--- src/rtl/gpio_apb_ctrl_if.sv ---
// ---------------------------------------------------------------------------
// gpio_apb_ctrl_if
// APB3 bus bundle between the system interconnect (master) and the GPIO
// APB front-end (slave).
//   psel, penable, pwrite : transfer control, driven by the master
//   paddr, pwdata         : byte address and write data, driven by the master
//   prdata                : read data, driven by the slave
//   pready, pslverr       : completion and error, driven by the slave
// ---------------------------------------------------------------------------
interface gpio_apb_ctrl_if;
  logic        psel;
  logic        penable;
  logic        pwrite;
  logic [31:0] paddr;
  logic [31:0] pwdata;
  logic [31:0] prdata;
  logic        pready;
  logic        pslverr;

  modport master (
    output psel, penable, pwrite, paddr, pwdata,
    input  prdata, pready, pslverr
  );

  modport slave (
    input  psel, penable, pwrite, paddr, pwdata,
    output prdata, pready, pslverr
  );
endinterface

--- src/rtl/gpio_apb_ctrl.sv ---
// ---------------------------------------------------------------------------
// gpio_apb_ctrl
// APB3 slave front-end for the GPIO register block. After reset it writes
// the RGPIO_OE and RGPIO_CTRL defaults, then turns APB transfers into
// single-cycle register-block accesses with WAIT_STATES extra ACCESS cycles.
// Ports:
//   sys_clk, sys_rst : clock (rising edge) and asynchronous active-high reset
//   apb              : APB3 slave bundle (psel/penable/pwrite/paddr/pwdata in,
//                      prdata/pready/pslverr out)
//   gpio_addr        : register-block byte address
//   gpio_dat_i       : register-block write data
//   gpio_we          : register-block write strobe, one cycle per write
//   gpio_dat_o       : register-block read data (combinational from gpio_addr)
//   init_done        : high once the init writes have been issued
// ---------------------------------------------------------------------------
module gpio_apb_ctrl #(
  parameter int unsigned WAIT_STATES = 0,
  parameter logic [31:0] INIT_OE     = 32'h0000_0000,
  parameter logic [31:0] INIT_CTRL   = 32'h0000_0000
) (
  input  logic                  sys_clk,
  input  logic                  sys_rst,
  gpio_apb_ctrl_if.slave        apb,
  output logic [31:0]           gpio_addr,
  output logic [31:0]           gpio_dat_i,
  output logic                  gpio_we,
  input  logic [31:0]           gpio_dat_o,
  output logic                  init_done
);

  // Register byte offsets of the GPIO register block.
  localparam logic [31:0] GPIO_RGPIO_IN    = 32'h00;
  localparam logic [31:0] GPIO_RGPIO_OUT   = 32'h04;
  localparam logic [31:0] GPIO_RGPIO_OE    = 32'h08;
  localparam logic [31:0] GPIO_RGPIO_INTE  = 32'h0C;
  localparam logic [31:0] GPIO_RGPIO_PTRIG = 32'h10;
  localparam logic [31:0] GPIO_RGPIO_AUX   = 32'h14;
  localparam logic [31:0] GPIO_RGPIO_CTRL  = 32'h18;
  localparam logic [31:0] GPIO_RGPIO_INTS  = 32'h1C;
  localparam logic [31:0] GPIO_RGPIO_ECLK  = 32'h20;
  localparam logic [31:0] GPIO_RGPIO_NEC   = 32'h24;

  localparam logic [2:0] WS = WAIT_STATES[2:0];

  typedef enum logic [1:0] {
    ST_INIT_OE,
    ST_INIT_CTRL,
    ST_IDLE,
    ST_ACCESS
  } state_t;

  state_t      state_reg, state_next;
  logic [2:0]  cnt_reg, cnt_next;
  logic        wr_reg, wr_next;
  logic        err_reg, err_next;
  logic        pready_reg, pready_next;
  logic        pslverr_reg, pslverr_next;
  logic        we_reg, we_next;
  logic [31:0] addr_reg, addr_next;
  logic [31:0] dat_reg, dat_next;
  logic        init_done_reg, init_done_next;
  logic        mapped;
  logic        setup_err;

  always_comb begin
    mapped = 1'b0;
    case (apb.paddr)
      GPIO_RGPIO_IN, GPIO_RGPIO_OUT, GPIO_RGPIO_OE, GPIO_RGPIO_INTE,
      GPIO_RGPIO_PTRIG, GPIO_RGPIO_AUX, GPIO_RGPIO_CTRL, GPIO_RGPIO_INTS,
      GPIO_RGPIO_ECLK, GPIO_RGPIO_NEC: mapped = 1'b1;
      default:                         mapped = 1'b0;
    endcase
  end

  // RGPIO_IN reflects pin state and cannot be written.
  assign setup_err = !mapped || (apb.pwrite && (apb.paddr == GPIO_RGPIO_IN));

  // Outputs are registered: the values computed here appear in the cycle
  // after the current state, so each init write is visible for one cycle
  // and lands in the register block on the edge that ends it.
  always_comb begin
    state_next     = state_reg;
    cnt_next       = cnt_reg;
    wr_next        = wr_reg;
    err_next       = err_reg;
    addr_next      = addr_reg;
    dat_next       = dat_reg;
    init_done_next = init_done_reg;
    pready_next    = 1'b0;
    pslverr_next   = 1'b0;
    we_next        = 1'b0;
    case (state_reg)
      ST_INIT_OE: begin
        addr_next  = GPIO_RGPIO_OE;
        dat_next   = INIT_OE;
        we_next    = 1'b1;
        state_next = ST_INIT_CTRL;
      end
      ST_INIT_CTRL: begin
        addr_next  = GPIO_RGPIO_CTRL;
        dat_next   = INIT_CTRL;
        we_next    = 1'b1;
        state_next = ST_IDLE;
      end
      ST_IDLE: begin
        init_done_next = 1'b1;
        // The first IDLE cycle still shows the CTRL write, so setups are
        // only taken once init_done is visible.
        if (init_done_reg && apb.psel && !apb.penable) begin
          addr_next  = apb.paddr;
          dat_next   = apb.pwdata;
          wr_next    = apb.pwrite;
          err_next   = setup_err;
          cnt_next   = WS;
          state_next = ST_ACCESS;
          if (WS == 3'd0) begin
            pready_next  = 1'b1;
            we_next      = apb.pwrite && !setup_err;
            pslverr_next = setup_err;
          end
        end
      end
      ST_ACCESS: begin
        if (pready_reg) begin
          state_next = ST_IDLE;
        end else if (!apb.psel) begin
          // Master abandoned the transfer: drop it without a write.
          cnt_next   = 3'd0;
          state_next = ST_IDLE;
        end else if (cnt_reg <= 3'd1) begin
          cnt_next     = 3'd0;
          pready_next  = 1'b1;
          we_next      = wr_reg && !err_reg;
          pslverr_next = err_reg;
        end else begin
          cnt_next = cnt_reg - 3'd1;
        end
      end
      default: state_next = ST_INIT_OE;
    endcase
  end

  always_ff @(posedge sys_clk or posedge sys_rst) begin
    if (sys_rst) begin
      state_reg     <= ST_INIT_OE;
      cnt_reg       <= 3'd0;
      wr_reg        <= 1'b0;
      err_reg       <= 1'b0;
      pready_reg    <= 1'b0;
      pslverr_reg   <= 1'b0;
      we_reg        <= 1'b0;
      addr_reg      <= 32'h0;
      dat_reg       <= 32'h0;
      init_done_reg <= 1'b0;
    end else begin
      state_reg     <= state_next;
      cnt_reg       <= cnt_next;
      wr_reg        <= wr_next;
      err_reg       <= err_next;
      pready_reg    <= pready_next;
      pslverr_reg   <= pslverr_next;
      we_reg        <= we_next;
      addr_reg      <= addr_next;
      dat_reg       <= dat_next;
      init_done_reg <= init_done_next;
    end
  end

  // Read data comes straight from the register block while gpio_addr holds
  // the latched address, so it is only passed through in the pready cycle.
  assign apb.prdata  = (pready_reg && !wr_reg && !err_reg) ? gpio_dat_o : 32'h0;
  assign apb.pready  = pready_reg;
  assign apb.pslverr = pslverr_reg;
  assign gpio_addr   = addr_reg;
  assign gpio_dat_i  = dat_reg;
  assign gpio_we     = we_reg;
  assign init_done   = init_done_reg;

endmodule

--- src/flat_wrapper.sv ---
// flat-port wrapper written by rule: the top's interface ports become plain ports
module gpio_apb_ctrl_flat 
#(
  parameter int unsigned WAIT_STATES = 0,
  parameter logic [31:0] INIT_OE     = 32'h0000_0000,
  parameter logic [31:0] INIT_CTRL   = 32'h0000_0000
)
  (sys_clk, sys_rst, gpio_addr, gpio_dat_i, gpio_we, gpio_dat_o, init_done, apb_psel, apb_penable, apb_pwrite, apb_paddr, apb_pwdata, apb_prdata, apb_pready, apb_pslverr);
  gpio_apb_ctrl_if apb_i ();
  input  logic sys_clk;
  input  logic sys_rst;
  output logic [31:0] gpio_addr;
  output logic [31:0] gpio_dat_i;
  output logic gpio_we;
  input  logic [31:0] gpio_dat_o;
  output logic init_done;
  input wire logic [$bits(apb_i.psel)-1:0] apb_psel;
  input wire logic [$bits(apb_i.penable)-1:0] apb_penable;
  input wire logic [$bits(apb_i.pwrite)-1:0] apb_pwrite;
  input wire logic [$bits(apb_i.paddr)-1:0] apb_paddr;
  input wire logic [$bits(apb_i.pwdata)-1:0] apb_pwdata;
  output wire logic [$bits(apb_i.prdata)-1:0] apb_prdata;
  output wire logic [$bits(apb_i.pready)-1:0] apb_pready;
  output wire logic [$bits(apb_i.pslverr)-1:0] apb_pslverr;
  assign apb_i.psel = apb_psel;
  assign apb_i.penable = apb_penable;
  assign apb_i.pwrite = apb_pwrite;
  assign apb_i.paddr = apb_paddr;
  assign apb_i.pwdata = apb_pwdata;
  assign apb_prdata = apb_i.prdata;
  assign apb_pready = apb_i.pready;
  assign apb_pslverr = apb_i.pslverr;
  gpio_apb_ctrl #(.WAIT_STATES(WAIT_STATES), .INIT_OE(INIT_OE), .INIT_CTRL(INIT_CTRL)) u_core (.sys_clk(sys_clk), .sys_rst(sys_rst), .apb(apb_i), .gpio_addr(gpio_addr), .gpio_dat_i(gpio_dat_i), .gpio_we(gpio_we), .gpio_dat_o(gpio_dat_o), .init_done(init_done));
endmodule
--- config.mk ---
export PLATFORM = sky130hd
export DESIGN_NAME = gpio_apb_ctrl_flat
export DESIGN_NICKNAME = d
export VERILOG_FILES = /design/src/rtl/gpio_apb_ctrl_if.sv /design/src/rtl/gpio_apb_ctrl.sv /design/src/flat_wrapper.sv
export SDC_FILE = /design/constraint.sdc
export NUM_CORES = 1
export LEC_CHECK = 0
export ABC_AREA = 0
export ABC_CLOCK_PERIOD_IN_PS = 3200
export CAP_MARGIN = 30
export CELL_PAD_IN_SITES_DETAIL_PLACEMENT = 1
export CELL_PAD_IN_SITES_GLOBAL_PLACEMENT = 2
export CORE_ASPECT_RATIO = 0.8
export CORE_UTILIZATION = 21
export CTS_CLUSTER_DIAMETER = 200
export DETAILED_ROUTE_END_ITERATION = 8
export GPL_TIMING_DRIVEN = 0
export PLACE_DENSITY = 0.89
export SETUP_SLACK_MARGIN = 0.4
export SYNTH_ARGS = -nofsm -noshare
export SYNTH_HDL_FRONTEND = slang
export SYNTH_SLANG_ARGS = --single-unit
--- constraint.sdc ---
create_clock -name sys_clk -period 3.2 [get_ports sys_clk]
set_input_delay 0.8 -clock sys_clk [delete_from_list [all_inputs] [get_ports sys_clk]]
set_output_delay 0.8 -clock sys_clk [all_outputs]
set_load 0.03 [all_outputs]
==> impl_metrics.tcl, run 1 <==
set metrics [dict create \
    die_w_um 139 \
    synth_top_area_share_pct 59.9 \
    worst_r2r_path_depth 7 \
    area_growth_syn_to_layout_pct 81.2 \
    io_pins 201 \
    antenna_found_initial 0 \
    grt_pass1_wl_mm 19.4 \
    pre_cts_ws_ns 0.261 \
    routedWlPerCell_um 18.6 \
    path_clk_slew_ns 0.06 \
    whs_ns 0.483 \
    cts_hold_buf 0 \
    setup_viol 0 \
    cts_buffer_depth 2 \
    crit_type "reg -> out" \
    yosysUniqueCellTypes 31 \
    violations "design-rule violations" \
    synthesis.nets 364 \
    postRouteAntennaNets 0 \
    die_area_um2 15400 \
    htreeDepth 3 \
    synth_seq_cells 75 \
    hold_path_depth 2 \
    yosys-top-cells-area "dfrtp_1, a22o_1, and2_1" \
    reg2reg_to "u_core.gpio_addr[3]" \
    fmax_ghz 0.376 \
    report.final.slew_viol_count 0 \
    diodes 0 \
    grt_max_degree 48 \
    dpl_cell_area_um2 5400 \
    design.core.area_um2 14400 \
    place_hpwl_mm 9.46 \
    syn_avg_cell_area_um2 12.2 \
    crit_fanout 10 \
    outcome "finished, violations left" \
    cts-root-buf "clkbuf_16" \
    cts_sinks 75 \
    startpoint_type "flop" \
    cts_tree "yes" \
    r2r_start "u_core.state_reg[0]" \
    cap_violations 0 \
    yosysTopAreaCell "dfrtp_1" \
    rows 39 \
    syn_inst 257 \
    portBuffers 200 \
    routed_wl_mm 12.3 \
    fin_skew_ns 0.00404 \
    worst-r2r-setup-slack_ns 0.90 \
    drc 14 \
    min_to "u_core.gpio_addr[3]" \
    cp_data_arrival_time_ns 1.86 \
    period_needed_ns 2.66 \
    die_h_um 111 \
    yosys_warnings 0 \
    grt_overflow 0 \
    num-fill-cells 1557 \
    numCtsBuffers 9 \
    tightest_slew_ns 0.642 \
    synth_area_um2 3130 \
    cp.required_ns 2.40 \
    grt_pass1_vias 3323 \
    finalWorstSetupSlack_ns 0.539 \
    first_iter_violations 100 \
    num_vias 2979 \
    fin_tns_setup_ns 0 \
    grt_setup_unrepaired "no" \
    p_total_uw 4760 \
    hp-class "reg -> reg" \
    nets 576 \
    cp-end-kind "output pin" \
    grt_usage_pct 16.4 \
    ir_worst_vdd_mv 0.249 \
    ys_seq_area_share_pct 59.9 \
    cellLeakagePower_uw 0.00262 \
    relSlewSlack_pct 57.2 \
    fin_area_um2 5680 \
    cts_setup_buffers 0 \
    p_per_area_nw_per_um2 839 \
    clock_latency_ns 0.33 \
    hold_viol_final 0 \
    drive_above_1_share_pct 6.33 \
    dr.pass1.iters 8 \
    start_util_pct 21.7 \
    via_per_inst 4.53 \
    hold_path_startpoint "u_core.gpio_addr[3]" \
    period_share_pct 83.2 \
    gp_congestion 0.736 \
]
-- worst max-delay path by stage --
stage | startpoint | to | depth (start not counted)
finish | u_core.err_reg | apb_prdata[1] | 5
global placement | sys_rst | u_core.gpio_dat_i[27] | 2
global route | u_core.err_reg | apb_prdata[1] | 5
detailed placement | apb_penable | u_core.gpio_addr[22] | 6
floorplan | sys_rst | u_core.apb.pready | 1
CTS | u_core.err_reg | apb_prdata[1] | 5
-- synthesized netlist by cell type --
library cell	number
inv_1	10
clkbuf_1	10
o21bai_1	1
and2_1	34
a22o_1	62
nor2_1	4
or3_1	1
nand3b_1	1
a2bb2oi_1	1
ha_1	6
o22a_1	1
a41o_1	1
a31oi_1	1
a211o_1	1
a21o_1	1
o41ai_1	1
or2_2	2
o32ai_1	1
nand4_1	1
nor4_1	8
a211oi_1	2
nand2_1	8
o31ai_1	1
nor2_2	1
dfrtp_1	75
buf_2	7
and3_1	1
and4_1	1
o21ai_0	9
a21oi_1	3
or4b_1	1
-- layout by cell type (no fill, tap or decap), drive strengths merged --
master / instances
o21bai: 1
a21oi: 3
clkinvlp: 2
a31oi: 1
o41ai: 1
a41o: 1
and2: 34
nand4: 1
clkbuf: 20
inv: 11
o32ai: 1
bufinv: 2
nor2: 5
dfrtp: 75
and3: 1
o31ai: 1
and4: 1
a22o: 62
nand2: 8
clkdlybuf4s50: 168
clkinv: 1
o21ai: 9
or3: 1
nor4: 8
a211oi: 2
or4b: 1
or2: 2
dlygate4sd2: 32
a21o: 1
a2bb2oi: 1
ha: 6
o22a: 1
a211o: 1
buf: 8
nand3b: 1
-- cell families (layout without fill, tap and decap cells) --
family	Yosys count	count (layout)	share of synthesized area, %
DFF	75	75	59.9
and+or+nand+nor	63	63	11.9
buffers and inverters	27	244	3.51
AOI/OAI and AO/OA	86	86	22.4
adders and majority gates	6	6	2.40
-- worst max-delay path: stages (launching register included) --
cell           delay [ns]
dfrtp_1              0.41
inv_1                0.08
and3_1               0.25
clkbuf_2             0.22
and2_1               0.14
dlygate4sd2_1        0.44
-- layer usage --
metal / GRT usage [%] / part of all wire [%] / up-vias
li1: - / - / 1372
met1: 21.0 / 45 / 1510
met2: 27.7 / 50 / 89
met3: 3.63 / 4.7 / 8
met4: 4.27 / 0.91 / 0
met5: 0 / 0 / -
-- final cells by class --
type | count | area (um^2) | share of cell area (%)
Multi-Input combinational cell | 155 | 1150 | 20.2
Clock buffer | 10 | 229 | 4.03
Inverter | 10 | 40.0 | 0.705
Buffer | 17 | 76.3 | 1.34
Timing Repair Buffer | 201 | 1990 | 35.0
Tap cell | 184 | 230 | 4.05
Clock inverter | 6 | 88.8 | 1.56
Sequential cell | 75 | 1880 | 33.1
-- where the power goes --
| group | internal [uW] | switching, uW | leakage, uW | total, uW |
|---|---|---|---|---|
| Combinational | 941 | 1260 | 0.00148 | 2200 |
| Sequential | 1280 | 202 | 0.000993 | 1480 |
| Clock | 685 | 403 | 0.000149 | 1090 |
| Total | 2900 | 1860 | 0.00262 | 4760 |
-- repair_timing --
item | in CTS | in global routing
endpoints found under the hold margin | 0 | 0
resized for setup | 35 | 0
setup endpoints to repair | 32 | 0
-- metrics by stage --
| stage | util, % | std cells |
|---|---|---|
| after floorplan | - | 257 |
| after global placement | 37.2 | 641 |
| after detailed placement | 37.4 | 642 |
| after CTS | 39.3 | 658 |
| after global routing | 39.3 | 658 |
| final | 39.3 | 658 |
Note: power is estimated with default switching activity, not from simulation.
==> inputs of run 2 (changes only) <==
--- a/config.mk
+++ b/config.mk
@@ -6,7 +6,7 @@
 export NUM_CORES = 1
 export LEC_CHECK = 0
 export ABC_AREA = 0
-export ABC_CLOCK_PERIOD_IN_PS = 3200
+export ABC_CLOCK_PERIOD_IN_PS = 2500
 export CAP_MARGIN = 30
 export CELL_PAD_IN_SITES_DETAIL_PLACEMENT = 1
 export CELL_PAD_IN_SITES_GLOBAL_PLACEMENT = 2
==> constraint.sdc (replaced) <==
create_clock -name sys_clk -period 2.5 [get_ports sys_clk]
set_input_delay 0.625 -clock sys_clk [delete_from_list [all_inputs] [get_ports sys_clk]]
set_output_delay 0.625 -clock sys_clk [all_outputs]
set_load 0.03 [all_outputs]
==> impl_metrics.tcl, run 2 (synthesized netlist as in run 1, its figures left out) <==
set metrics [dict create \
    start_util_pct 21.7 \
    dpl_cell_area_um2 5410 \
    tightest_slew_ns 0.536 \
    design.core.area_um2 14400 \
    setup_viol 0 \
    htreeDepth 3 \
    postRouteAntennaNets 0 \
    place_hpwl_mm 9.08 \
    io_pins 201 \
    routed_wl_mm 11.9 \
    p_total_uw 6180 \
    die_w_um 139 \
    area_growth_syn_to_layout_pct 89.9 \
    layout_common_cells "clkdlybuf4s50_1, dfrtp_1, a22o_1, buf_6, and2_1" \
    cts_sinks 75 \
    relSlewSlack_pct 64.3 \
    violations "design-rule violations" \
    via_per_inst 4.46 \
    p_per_area_nw_per_um2 1040 \
    report.final.slew_viol_count 0 \
    cellLeakagePower_uw 0.00264 \
    drc 14 \
    routedWlPerCell_um 17.8 \
    gp_congestion 0.782 \
    finalWorstSetupSlack_ns 0.429 \
    crit_fanout 10 \
    drive_above_1_share_pct 18.1 \
    use_met2_pct 26.2 \
    num-fill-cells 1543 \
    hold_viol_final 0 \
    outcome "finished, violations left" \
    multi_input_area_um2 1180 \
    ir_worst_vdd_mv 0.268 \
    dr.pass1.iters 6 \
    nets 588 \
    met3_usage_pct 3.84 \
    die_h_um 111 \
    path_clk_slew_ns 0.06 \
    grt_busiest_layer "met2" \
    clock_latency_ns 0.33 \
    grt_usage_pct 15.8 \
    grt_pass1_vias 3382 \
    worst-r2r-setup-slack_ns 0.60 \
    pre_cts_ws_ns -0.273 \
    fin_area_um2 5950 \
    fmax_ghz 0.483 \
    numCtsBuffers 9 \
    cap_violations 0 \
    rows 39 \
    grt_pass1_wl_mm 18.9 \
    grt_use_met1_pct 20.1 \
    portBuffers 200 \
    final_common_cell "clkdlybuf4s50_1" \
    cp_data_arrival_time_ns 1.45 \
    cts_buffer_depth 2 \
    fin_tns_setup_ns 0 \
    crit_type "reg -> out" \
    fin_skew_ns 0.00503 \
    grt_setup_unrepaired "yes" \
    startpoint_type "flop" \
    first_iter_violations 124 \
    instances_no_fill 670 \
    cp-end-kind "output pin" \
    cp.required_ns 1.88 \
    cts_tree "yes" \
    seq_area_um2 1880 \
    dp_cells 643 \
    period_share_pct 82.8 \
    grt_overflow 0 \
    period_needed_ns 2.07 \
    grt_max_degree 36 \
    antenna_found_initial 0 \
    die_area_um2 15400 \
    diodes 0 \
    hp-class "reg -> reg" \
    cts-root-buf "clkbuf_16" \
    num_vias 2987 \
]
==> run 2: cell types whose count changed in the layout (fill, tap and decap cells not counted), moves of 4 or more <==
cell           delta
dlygate4sd2_1    -32
buf_6            +31
buf_4            +18
and2_1            -4
and2_4            +4
clkbuf_1          -4
==> run 2: what timing repair did <==
| action | in CTS | in global routing |
|---|---|---|
| hold buffers | 0 | 0 |
| setup endpoints to repair | 95 | 90 |
| resized for setup | 225 | 43 |
| setup buffers | 6 | 5 |
| cloned | 0 | 0 |
| pin swaps | 2 | 4 |
| hold endpoints to repair | 0 | 0 |
==> run 2: worst paths after layout <==
| path | endpoint | cells after the start | startpoint |
|---|---|---|---|
| setup / recovery | apb_prdata[17] | 5 | u_core.err_reg |
| hold / removal | u_core.gpio_addr[4] | 2 | u_core.gpio_addr[4] |
| setup reg to reg | u_core.cnt_reg[0] | 7 | u_core.state_reg[0] |
| hold reg to reg | u_core.gpio_addr[4] | 2 | u_core.gpio_addr[4] |
| max in group asynchronous | u_core.gpio_dat_i[29] | 4 | sys_rst |
| min in group asynchronous | u_core.gpio_dat_i[12] | 2 | sys_rst |
==> run 2: worst max-delay path, cell delays in order, from the launching register on <==
cell     delay (ns)
dfrtp_1        0.39
inv_2          0.07
and3_4         0.24
buf_8          0.13
and2_1         0.15
buf_6          0.14
==> run 2: layer usage <==
| metal | share of wire, % | vias up | wire length [um] |
|---|---|---|---|
| li1 | - | 1387 | - |
| met1 | 44 | 1487 | 5250 |
| met2 | 49 | 98 | 5910 |
| met3 | 4.9 | 15 | 587 |
| met4 | 1.6 | 0 | 193 |
| met5 | 0 | - | 0 |
==> run 2: power by group <==
part	internal, uW	total (uW)	switching, uW
combinational	1310	2930	1620
sequential	1640	1890	249
clock	877	1370	492
==> run 2: layout make-up <==
| class | instances | area share (%) |
|---|---|---|
| Timing Repair Buffer | 213 | 36.4 |
| Sequential cell | 75 | 31.5 |
| Multi-Input combinational cell | 155 | 19.9 |
| Clock buffer | 12 | 3.97 |
| Tap cell | 184 | 3.87 |
| Buffer | 17 | 2.40 |
| Clock inverter | 4 | 1.24 |
| Inverter | 10 | 0.694 |
==> run 2: stage by stage <==
step / utilization [%] / hold WS [ns]
global route: 41.2 / 0.517
detailed placement: 37.5 / 0.482
finish: 41.2 / 0.495
CTS: 40.1 / 0.494
floorplan: - / 0.466
global placement: 37.2 / 0.470
==> inputs of run 3 (changes only) <==
--- a/config.mk
+++ b/config.mk
@@ -6,16 +6,16 @@
 export NUM_CORES = 1
 export LEC_CHECK = 0
 export ABC_AREA = 0
-export ABC_CLOCK_PERIOD_IN_PS = 2500
+export ABC_CLOCK_PERIOD_IN_PS = 1700
 export CAP_MARGIN = 30
 export CELL_PAD_IN_SITES_DETAIL_PLACEMENT = 1
 export CELL_PAD_IN_SITES_GLOBAL_PLACEMENT = 2
 export CORE_ASPECT_RATIO = 0.8
-export CORE_UTILIZATION = 21
+export CORE_UTILIZATION = 19
 export CTS_CLUSTER_DIAMETER = 200
 export DETAILED_ROUTE_END_ITERATION = 8
 export GPL_TIMING_DRIVEN = 0
-export PLACE_DENSITY = 0.89
+export PLACE_DENSITY = 0.86
 export SETUP_SLACK_MARGIN = 0.4
 export SYNTH_ARGS = -nofsm -noshare
 export SYNTH_HDL_FRONTEND = slang
==> constraint.sdc (replaced) <==
create_clock -name sys_clk -period 1.7 [get_ports sys_clk]
set_input_delay 0.425 -clock sys_clk [delete_from_list [all_inputs] [get_ports sys_clk]]
set_output_delay 0.425 -clock sys_clk [all_outputs]
set_load 0.03 [all_outputs]
==> impl_metrics.tcl, run 3 (synthesized netlist as in run 1, its figures left out) <==
set metrics [dict create \
    outcome "finished, violations left" \
    violations "negative setup slack" \
    cts_buffer_depth 2 \
    grt_use_met1_pct 21.7 \
    die_w_um 146 \
    dr.pass1.iters 4 \
    fmax_ghz 0.521 \
    crit_type "reg -> out" \
    multi_input_area_um2 1460 \
    numCtsBuffers 9 \
    path_clk_slew_ns 0.07 \
    hold_viol_final 0 \
    via_per_inst 4.37 \
    clock_latency_ns 0.33 \
    gp_congestion 0.802 \
    p_per_area_nw_per_um2 1540 \
    final_common_cell "buf_6" \
    report.final.slew_viol_count 0 \
    htreeDepth 3 \
    relSlewSlack_pct 79.9 \
    layout_common_cells "buf_6, clkdlybuf4s50_1, buf_4, dfrtp_1, a22o_1" \
    place_hpwl_mm 9.69 \
    reg2reg_to "u_core.gpio_addr[28]" \
    cts-root-buf "clkbuf_16" \
    diodes 0 \
    cts_hold_buf 0 \
    fin_skew_ns 0.00535 \
    cp_data_arrival_time_ns 1.49 \
    antenna_found_initial 0 \
    worst-r2r-setup-slack_ns -0.10 \
    routedWlPerCell_um 19.1 \
    design.core.area_um2 16000 \
    period_needed_ns 1.92 \
    cp-end-kind "output pin" \
    grt_usage_pct 17.1 \
    setup_viol 91 \
    grt_pass1_vias 3874 \
    hp-class "in -> async" \
    grt_max_degree 37 \
    drive_above_1_share_pct 54.9 \
    cellLeakagePower_uw 0.00360 \
    startpoint_type "flop" \
    num_vias 3496 \
    grt_pass1_wl_mm 22.0 \
    grt_setup_unrepaired "yes" \
    cts_tree "yes" \
    cap_violations 0 \
    met3_usage_pct 3.18 \
    routed_wl_mm 15.3 \
    pre_cts_ws_ns -0.622 \
    postRouteAntennaNets 0 \
    worst_r2r_path_depth 10 \
    grt_overflow 0 \
    first_iter_violations 59 \
    grt_busiest_layer "met2" \
    tightest_slew_ns 0.299 \
    portBuffers 200 \
    seq_area_um2 1880 \
    use_met2_pct 29.9 \
    finalWorstSetupSlack_ns -0.218 \
    drc 0 \
    die_area_um2 17000 \
    ir_worst_vdd_mv 0.587 \
    num-fill-cells 1659 \
    cts_sinks 75 \
    r2r_start "u_core.state_reg[0]" \
    area_growth_syn_to_layout_pct 142 \
    rows 41 \
    instances_no_fill 800 \
    cp.required_ns 1.27 \
    die_h_um 117 \
    io_pins 201 \
    period_share_pct 113 \
    start_util_pct 19.6 \
    crit_fanout 8 \
    nets 687 \
    dp_cells 674 \
]
==> run 3: worst max-delay path by stage <==
| stage | to | start | slack (ns) |
|---|---|---|---|
| after floorplan | u_core.gpio_addr[12] | u_core.state_reg[0] | 0.10 |
| after global placement | u_core.state_reg[1] | sys_rst | -0.60 |
| after detailed placement | u_core.gpio_addr[31] | apb_psel | -0.62 |
| after CTS | apb_prdata[22] | u_core.err_reg | -0.23 |
| after global routing | apb_prdata[22] | u_core.err_reg | -0.29 |
| final | apb_prdata[22] | u_core.err_reg | -0.22 |
==> run 3: worst max-delay path, cell delays in order (launching register included) <==
cell	delay, ns
dfrtp_1	0.40
inv_2	0.07
and3_4	0.26
clkbuf_8	0.17
and2_4	0.14
buf_6	0.12
==> run 3: what timing repair did <==
item,CTS,global route
pin swaps,48,13
setup buffers,66,29
resized for setup,785,23
endpoints found under the setup margin,174,175
cloned,14,1
hold endpoints to repair,0,0
==> run 3: stage by stage <==
stage	hold slack (ns)	cell area (um^2)	setup TNS, ns	utilization [%]	power (uW)
after floorplan	0.466	3380	0	-	5210
after global placement	0.470	5650	-87.04	35.4	7060
after detailed placement	0.483	5690	-52.89	35.7	7210
after CTS	0.404	7240	-7.60	45.4	11100
after global routing	0.417	7570	-15.17	47.5	12200
final	0.406	7570	-9.49	47.5	11700
==> run 3: area by class of cell <==
type	instances	share of cell area, %
Buffer	17	3.85
Clock buffer	9	2.97
Clock inverter	7	1.09
Inverter	10	0.611
Multi-Input combinational cell	155	19.2
Sequential cell	75	24.8
Tap cell	215	3.55
Timing Repair Buffer	312	43.9
==> run 3: per-layer routing <==
metal | up-vias | part of all wire, % | wire (um)
met5 | - | 0 | 0
met4 | 0 | 1.4 | 207
met3 | 17 | 3.3 | 500
met2 | 95 | 52 | 8010
met1 | 1784 | 43 | 6570
li1 | 1600 | - | -
==> run 3: report_power, final <==
part	total, uW	switching, uW	internal [uW]	leakage (uW)
logic	6760	3060	3700	0.00246
clock network	2000	841	1160	0.000145
registers	2890	483	2410	0.000991
total	11700	4380	7270	0.00360
